## config.mk

```make
export PLATFORM = sky130hd
export DESIGN_NAME = sar_adc_seq
export DESIGN_NICKNAME = d
export VERILOG_FILES = /design/src/rtl/sar_adc_seq.sv
export SDC_FILE = /design/constraint.sdc
export NUM_CORES = 1
export LEC_CHECK = 0
export CAP_MARGIN = 20
export CORE_ASPECT_RATIO = 0.6
export CORE_MARGIN = 5
export CORE_UTILIZATION = 40
export DETAILED_ROUTE_END_ITERATION = 7
export GPL_TIMING_DRIVEN = 0
export MAX_ROUTING_LAYER = met4
export PLACE_DENSITY_LB_ADDON = 0.3
export SYNTH_ARGS = -nofsm -noshare
export SYNTH_HDL_FRONTEND = slang
export SYNTH_SLANG_ARGS = --single-unit
```

## constraint.sdc

```tcl
create_clock -name i_clk -period 3.6 [get_ports i_clk]
set_input_delay 0.54 -clock i_clk [delete_from_list [all_inputs] [get_ports i_clk]]
set_output_delay 0.54 -clock i_clk [all_outputs]
set_load 0.01 [all_outputs]
```

## src/rtl/sar_adc_seq.sv

```systemverilog
// Successive-approximation sequencer for the shared DAC1/comparator path.
// Scans a channel mask: reset, sample, hold, binary-search DAC1, report code.
module sar_adc_seq #(
    parameter int NCH   = 16,
    parameter int DACW  = 10,
    parameter int TSAMP = 4,
    parameter int TSETL = 3
) (
    input  logic                                 i_clk,
    input  logic                                 i_rstz,
    input  logic                                 i_start,
    input  logic                                 i_stop,
    input  logic [NCH-1:0]                       i_chmsk,
    input  logic                                 i_comp,
    output logic                                 o_dac_en,
    output logic [DACW-1:0]                      o_dac_v,
    output logic [NCH-1:0]                       o_sampl_sel,
    output logic                                 o_sh_rst,
    output logic                                 o_sh_hold,
    output logic                                 o_busy,
    output logic                                 o_done,
    output logic [((NCH > 1) ? $clog2(NCH) : 1)-1:0] o_ch,
    output logic [DACW-1:0]                      o_result,
    output logic                                 o_scan_done
);

    localparam int CHW = (NCH > 1) ? $clog2(NCH) : 1;
    localparam int BW  = (DACW > 1) ? $clog2(DACW) : 1;
    localparam int CW  = $clog2(TSAMP + TSETL + 2);

    localparam logic [2:0] ST_IDLE   = 3'd0;
    localparam logic [2:0] ST_SCAN   = 3'd1;
    localparam logic [2:0] ST_RST    = 3'd2;
    localparam logic [2:0] ST_SAMPLE = 3'd3;
    localparam logic [2:0] ST_HOLD   = 3'd4;
    localparam logic [2:0] ST_CONV   = 3'd5;
    localparam logic [2:0] ST_STORE  = 3'd6;

    logic [2:0]      state_q, state_d;
    logic [NCH-1:0]  mask_q, mask_d;
    logic [CHW-1:0]  ch_q, ch_d;
    logic [BW-1:0]   bit_q, bit_d;
    logic [CW-1:0]   cnt_q, cnt_d;
    logic [DACW-1:0] code_q, code_d;

    logic            dac_en_d;
    logic [DACW-1:0] dac_v_d;
    logic [NCH-1:0]  sel_d;
    logic            sh_rst_d;
    logic            sh_hold_d;
    logic            busy_d;
    logic            done_d;
    logic [CHW-1:0]  ch_out_d;
    logic [DACW-1:0] result_d;
    logic            scan_done_d;

    logic [CHW-1:0]  low_idx;
    logic [DACW-1:0] sar_v;

    // Downward scan so the lowest set bit wins.
    always_comb begin
        low_idx = '0;
        for (int i = NCH - 1; i >= 0; i--) begin
            if (mask_q[i]) low_idx = CHW'(i);
        end
    end

    always_comb begin
        state_d     = state_q;
        mask_d      = mask_q;
        ch_d        = ch_q;
        bit_d       = bit_q;
        cnt_d       = cnt_q;
        code_d      = code_q;
        dac_en_d    = o_dac_en;
        dac_v_d     = o_dac_v;
        sel_d       = o_sampl_sel;
        sh_rst_d    = o_sh_rst;
        sh_hold_d   = o_sh_hold;
        done_d      = 1'b0;
        scan_done_d = 1'b0;
        ch_out_d    = o_ch;
        result_d    = o_result;
        sar_v       = o_dac_v;

        if (i_stop && (state_q != ST_IDLE)) begin
            state_d   = ST_IDLE;
            mask_d    = '0;
            bit_d     = '0;
            cnt_d     = '0;
            dac_en_d  = 1'b0;
            dac_v_d   = '0;
            sel_d     = '0;
            sh_rst_d  = 1'b0;
            sh_hold_d = 1'b0;
        end else begin
            unique case (state_q)
                ST_IDLE: begin
                    if (i_start && !i_stop) begin
                        if (i_chmsk != '0) begin
                            mask_d  = i_chmsk;
                            state_d = ST_SCAN;
                        end else begin
                            scan_done_d = 1'b1;
                        end
                    end
                end
                ST_SCAN: begin
                    if (mask_q == '0) begin
                        scan_done_d = 1'b1;
                        state_d     = ST_IDLE;
                    end else begin
                        ch_d     = low_idx;
                        sel_d    = {{(NCH-1){1'b0}}, 1'b1} << low_idx;
                        sh_rst_d = 1'b1;
                        cnt_d    = '0;
                        state_d  = ST_RST;
                    end
                end
                ST_RST: begin
                    if (cnt_q == CW'(1)) begin
                        cnt_d    = '0;
                        sh_rst_d = 1'b0;
                        state_d  = ST_SAMPLE;
                    end else begin
                        cnt_d = cnt_q + 1'b1;
                    end
                end
                ST_SAMPLE: begin
                    if (cnt_q == CW'(TSAMP - 1)) begin
                        cnt_d     = '0;
                        sel_d     = '0;
                        sh_hold_d = 1'b1;
                        dac_en_d  = 1'b1;
                        dac_v_d   = {1'b1, {(DACW-1){1'b0}}};
                        bit_d     = BW'(DACW - 1);
                        state_d   = ST_HOLD;
                    end else begin
                        cnt_d = cnt_q + 1'b1;
                    end
                end
                ST_HOLD: begin
                    cnt_d   = '0;
                    state_d = ST_CONV;
                end
                ST_CONV: begin
                    if (cnt_q == CW'(TSETL - 1)) begin
                        cnt_d = '0;
                        if (!i_comp) sar_v[bit_q] = 1'b0;
                        if (bit_q != '0) begin
                            sar_v[bit_q - 1'b1] = 1'b1;
                            bit_d   = bit_q - 1'b1;
                            dac_v_d = sar_v;
                        end else begin
                            // Park the finished code; DAC and hold drop in STORE.
                            code_d    = sar_v;
                            dac_v_d   = '0;
                            dac_en_d  = 1'b0;
                            sh_hold_d = 1'b0;
                            state_d   = ST_STORE;
                        end
                    end else begin
                        cnt_d = cnt_q + 1'b1;
                    end
                end
                ST_STORE: begin
                    result_d     = code_q;
                    ch_out_d     = ch_q;
                    done_d       = 1'b1;
                    mask_d[ch_q] = 1'b0;
                    state_d      = ST_SCAN;
                end
                default: begin
                    state_d = ST_IDLE;
                end
            endcase
        end

        busy_d = (state_d != ST_IDLE);
    end

    always_ff @(posedge i_clk or negedge i_rstz) begin
        if (!i_rstz) begin
            state_q     <= ST_IDLE;
            mask_q      <= '0;
            ch_q        <= '0;
            bit_q       <= '0;
            cnt_q       <= '0;
            code_q      <= '0;
            o_dac_en    <= 1'b0;
            o_dac_v     <= '0;
            o_sampl_sel <= '0;
            o_sh_rst    <= 1'b0;
            o_sh_hold   <= 1'b0;
            o_busy      <= 1'b0;
            o_done      <= 1'b0;
            o_ch        <= '0;
            o_result    <= '0;
            o_scan_done <= 1'b0;
        end else begin
            state_q     <= state_d;
            mask_q      <= mask_d;
            ch_q        <= ch_d;
            bit_q       <= bit_d;
            cnt_q       <= cnt_d;
            code_q      <= code_d;
            o_dac_en    <= dac_en_d;
            o_dac_v     <= dac_v_d;
            o_sampl_sel <= sel_d;
            o_sh_rst    <= sh_rst_d;
            o_sh_hold   <= sh_hold_d;
            o_busy      <= busy_d;
            o_done      <= done_d;
            o_ch        <= ch_out_d;
            o_result    <= result_d;
            o_scan_done <= scan_done_d;
        end
    end

endmodule

```

==> results of run 1 <==
-- worst paths after layout --
kind                            start             end  slack [ns]  depth (start not counted)
max reg2reg                mask_q[13]  o_sampl_sel[7]        1.05                          6
max in group asynchronous      i_rstz         o_ch[0]        2.90                          2
min                            i_rstz  o_sampl_sel[5]        0.07                          1
max                        mask_q[13]  o_sampl_sel[7]        1.05                          6
min in group i_clk          code_q[7]     o_result[7]        0.47                          2
min reg2reg                 code_q[7]     o_result[7]        0.47                          2
-- cell type report --
class	instances	area, sq um
plain buffers	26	140
clock buffers	10	239
clock inverters	5	106
fillers	945	5070
inverters	21	78.8
multi-input cells	354	2060
flip-flops and latches	86	2150
well taps	139	174
repair buffers	67	686
-- power by group through the flow --
stage,combinational (mW),clock [mW],sequential (mW)
3_3_place_gp,1.50,0,1.32
6_report,1.59,1.09,1.32
4_1_cts,1.55,1.10,1.31
2_1_floorplan,1.03,0,1.30
3_5_place_dp,1.54,0,1.33
5_1_grt,1.75,1.14,1.34
-- through the flow --
stage | hold WS, ns | power [mW] | instance area, sq um
final | 0.0658 | 3.99 | 5630
after global routing | 0.0838 | 4.23 | 5630
after CTS | 0.0731 | 3.96 | 5630
after detailed placement | 0.437 | 2.87 | 5290
after global placement | 0.459 | 2.82 | 5260
after floorplan | 0.244 | 2.33 | 4430
-- cells in the mapped netlist, drive strengths merged, types with 4 or more instances --
cell type	n	area (sq um)
a21o	7	52.6
a21oi	19	95.1
a22o	20	175
a31oi	5	31.3
a32o	5	50.1
buf	13	91.3
clkbuf	13	48.8
dfrtp	86	2150
ha	7	87.6
inv	21	78.8
nand2	91	342
nand2b	15	93.8
nand3	6	30.0
nor2	29	109
nor2b	4	25.0
nor3	12	60.1
nor3b	4	30.0
nor4	10	68.8
o211ai	4	30.0
o21ai	52	260
o221ai	4	35.0
o31ai	15	113
or3	6	42.5
-- per-layer routing --
metal / wire (microns) / track usage, % / vias up / part of all wire [%]
met5: 0 / - / - / 0
met4: 104 / 4.50 / 0 / 0.84
met3: 1130 / 5.97 / 14 / 9.1
met2: 4950 / 25.5 / 188 / 40
met1: 6220 / 29.5 / 1948 / 50
li1: - / - / 1899 / -
-- worst reg2reg max path: cells and delay by family, from the launching register on --
kind	cells	cell delay, ns
AOI/OAI and AO/OA	2	0.51
buffers and inverters	1	0.28
DFF	1	0.41
and+or+nand+nor	3	1.25
-- state kept, by name, summed over array words and instances (netlist names), 4 cells and up --
signal       cells
ch_q             4
o_result        10
cnt_q            4
bit_q            4
o_ch             4
code_q          10
o_dac_v         10
mask_q          16
o_sampl_sel     16
-- kinds of logic after synthesis --
logic type,Yosys count,share of synthesized area (%)
AOI/OAI and AO/OA,148,22.3
xor gates and xnor gates,2,0.396
adders and majority gates,7,1.98
buffers and inverters,47,4.94
DFF,86,48.6
muxes,1,0.339
and+or+nand+nor,196,21.4
==> results.yml, run 1 <==
routing:
  drt_first_pass_iters: 5
  wl_per_cell_microns: 17.5
  drt_wl_total_mm: 12.4
  antenna_left: 0
  drt-initial-drc-count: 412
  vias_per_cell: 5.72
  num_vias: 4049
  drcViolationCount: 0
synth:
  syn_nets: 515
  synth_cells: 487
  yosysSeqAreaShare_pct: 48.6
  yosys_warnings: 0
  ys_seq_elements: 86
  synth_async_sr_flop_share_pct: 100
  syn_area_sq_um: 4430
  ys_types: 52
  synth_edf_count: 0
  avgSynthCellArea_sq_um: 9.09
  synth_flop_cell: "dfrtp_1"
global_route:
  antenna_found_initial: 0
  grt_pass1_vias: 3934
  grt_pass1_wl_mm: 20.7
  track_usage_pct: 19.6
  gr-total-overflow: 0
  grt_max_degree: 70
worst_setup_path:
  critical_path.slowest_cell: "nor4_1"
  crit_type: "reg -> reg"
  crit_path_start_kind: "flop"
  crit_family: "simple AND/OR/NAND/NOR gates"
  cp-end-kind: "flop"
  path_max_fanout: 10
  critical_path_arrival_ns: 2.78
  required_ns: 3.84
  path_cells: "nor4_1, nand2_1, o22ai_2, buf_2, nand2_1, o31ai_1"
  critPathBufInv: 1
  crit_top_cell: "nand2_1"
  cp_slowest_stage_delay_ns: 0.78
timing:
  max_slew_margin_pct: 40.5
  fmax_ghz: 0.393
  rsz0062_at_grt: "no"
  slew_violations: 0
  timing.final.crit_period_ns: 2.55
  setup_ws_ns: 1.05
  setup_viol: 0
  final_hold_viol_count: 0
  timing.setup.tns_ns: 0
  worstMarginPinSlew_ns: 0.884
  final.period_utilization_pct: 70.7
  fin_skew_ns: 0.00504
clocking:
  cts-root-buf: "clkbuf_16"
  h-tree-depth: 3
  postCtsSetupBuffers: 0
  hold_buffers: 0
  cts_tree: "built"
  clockBufferDepth: 2
  clock-sinks: 86
  path_clk_slew_ns: 0.06
  ctsResizeCount: 0
  clock_latency_ns: 0.34
  cts_buffers: 9
floorplan:
  row_count: 29
  initial_core_util_pct: 41.4
  core-area_sq_um: 10700
  die_y_microns: 91.5
  die_area_sq_um: 13300
  die_w_microns: 146
  pin_count: 67
pwr:
  irDropWorstVdd_v: 0.000285
  pwr-share-clk_pct: 27.2
  intPower_mw: 2.41
  leakagePower_nw: 2.48
  power_density_nw_per_um2: 708
  power.switching_mw: 1.58
  p_sw_share_pct: 39.5
  power_frac_comb_pct: 39.8
  p_seq_share_pct: 33.0
final_layout:
  finalNonFillerCells: 708
  layout_commonest_cell: "nand2_1"
  final_cell_mix: "91 x nand2_1, 86 x dfrtp_1, 65 x clkdlybuf4s50_1, 48 x o21ai_0, 29 x nor2_1"
  final_nets: 593
  areaGrowthSynthToFinish_pct: 27.2
  diodes: 0
  final_core_util_pct: 52.6
  drive_gt1_share_pct: 7.21
place:
  port_buffers: 66
  gp_congestion: 0.900
  dp_hpwl_mm: 9.15
  place_inst: 693
  place_ws_ns: 0.783
outcome:
  status: "finished, final reports clean"
flow_run:
  maxCapViolCount: 0
worst_hold_path:
  hold_path.class: "in -> async"
No activity file was read; power rests on OpenSTA's default activity.
==> inputs of run 2 (changes only) <==
==> constraint.sdc (replaced) <==
create_clock -name i_clk -period 2.1 [get_ports i_clk]
set_input_delay 0.315 -clock i_clk [delete_from_list [all_inputs] [get_ports i_clk]]
set_output_delay 0.315 -clock i_clk [all_outputs]
set_load 0.01 [all_outputs]
==> run 2 against run 1 <==
Combinational power grew 86%. Highest routed layer unchanged. Wire length rose by 2.7%. Total power up 79%. Flip-flop and latch count stayed put. Largest cell class is now multi-input gates. Non-clock buffer count rose by 5. Register-to-register slack worse by 1.0 ns. Setup slack got worse by 1.0 ns. Critical path depth rose by 1. Cell count rose by 0.71%. Count of clock-buffer cells in the layout did not move.
==> results.yml, run 2 (synthesis gave the netlist of run 1 again) <==
outcome:
  status: "finished, final reports clean"
final_layout:
  final_area_sq_um: 5820
  diodes: 0
  areaGrowthSynthToFinish_pct: 31.4
  final_nets: 598
  final_core_util_pct: 54.4
  final_cell_mix: "90 x nand2_1, 83 x dfrtp_1, 65 x clkdlybuf4s50_1, 47 x o21ai_0, 26 x nor2_1"
  layout_commonest_cell: "nand2_1"
  drive_gt1_share_pct: 12.2
  top_regs: "mask_q: 16 flops, o_sampl_sel: 16 flops"
  finalNonFillerCells: 713
  fillers: 924
place:
  gp_congestion: 0.900
  dpl_cell_area_sq_um: 5290
  place_ws_ns: -0.492
  place_inst: 693
  dp_hpwl_mm: 9.15
  port_buffers: 66
timing:
  slew_violations: 0
  timing.setup.tns_ns: 0
  max_slew_margin_pct: 59.4
  whs_ns: 0.391
  final_hold_viol_count: 0
  fin_skew_ns: 0.00531
  timing.final.crit_period_ns: 2.10
  rsz0062_at_grt: "yes"
  fmax_ghz: 0.477
  setup_ws_ns: 0.00387
  final.period_utilization_pct: 99.8
  worstMarginPinSlew_ns: 0.603
  setup_viol: 0
worst_setup_path:
  cp-end-kind: "flop"
  critical_path_arrival_ns: 2.30
  ff2ff_path_depth: 7
  crit_type: "reg -> reg"
  crit_path_start_kind: "flop"
  required_ns: 2.30
  r2r_setup_slack_ns: 0.004
  path_max_fanout: 5
floorplan:
  initial_core_util_pct: 41.4
  die_w_microns: 146
  die_y_microns: 91.5
  pin_count: 67
  row_count: 29
  die_area_sq_um: 13300
  core-area_sq_um: 10700
pwr:
  power_density_nw_per_um2: 1230
  leakagePower_nw: 2.53
  irDropWorstVdd_v: 0.000562
  total_power_mw: 7.14
clocking:
  cts_tree: "built"
  clockBufferDepth: 2
  h-tree-depth: 3
  cts-root-buf: "clkbuf_16"
  clock_latency_ns: 0.34
  clock-sinks: 86
  cts_buffers: 9
  path_clk_slew_ns: 0.07
routing:
  drt_first_pass_iters: 5
  wl_per_cell_microns: 17.9
  drcViolationCount: 0
  num_vias: 4086
  vias_per_cell: 5.73
  drt-initial-drc-count: 368
  antenna_left: 0
  drt_wl_total_mm: 12.7
global_route:
  grt_max_degree: 70
  grt_pass1_vias: 3975
  antenna_found_initial: 0
  grt_pass1_wl_mm: 21.1
  track_usage_pct: 20.1
  gr-total-overflow: 0
worst_hold_path:
  hold_path.class: "in -> async"
flow_run:
  maxCapViolCount: 0
## run 2: metal layers
layer,routed length [microns],track usage (%),vias to the layer above
met2,5170,26.1,174
met1,6450,30.3,1981
met4,102,4.58,0
li1,-,-,1918
met3,1020,5.77,13
met5,0,-,-
## run 2: what timing repair did
item / 4_1_cts / 5_1_grt
hold buffers: 1 / 0
endpoints found under the hold margin: 17 / 0
setup buffers: 3 / 1
setup endpoints to repair: 44 / 46
gates resized for setup: 17 / 20
pin swaps: 1 / 3
cloned: 0 / 0
## run 2: final timing paths
| kind | startpoint | end |
|---|---|---|
| setup / recovery | cnt_q[0] | o_busy |
| hold / removal | i_rstz | o_sampl_sel[5] |
| setup reg to reg | cnt_q[0] | o_busy |
| hold reg to reg | code_q[7] | o_result[7] |
| max in group asynchronous | i_rstz | o_ch[1] |
| min in group i_clk | code_q[7] | o_result[7] |
## run 2: critical path, cell delays in order, from the launching register on
cell and delay, ns:
dfrtp_1 0.41, inv_1 0.10, ha_2 0.23, or3b_2 0.48, a32oi_2 0.27, o221ai_1 0.19, nor2_1 0.15, a31oi_1 0.13
## run 2: where the power goes
group	switching, mW	internal, mW
Combinational	1.81	1.15
Clock	0.671	1.19
Sequential	0.360	1.95
## run 2: final cells by class
cell class,instances,area (sq um),share of cell area (%)
clock inverters,5,106,1.83
multi-input cells,354,2190,37.6
clock buffers,10,239,4.11
flip-flops and latches,86,2160,37.1
inverters,21,78.8,1.35
plain buffers,26,149,2.56
well taps,139,174,2.99
repair buffers,72,726,12.5
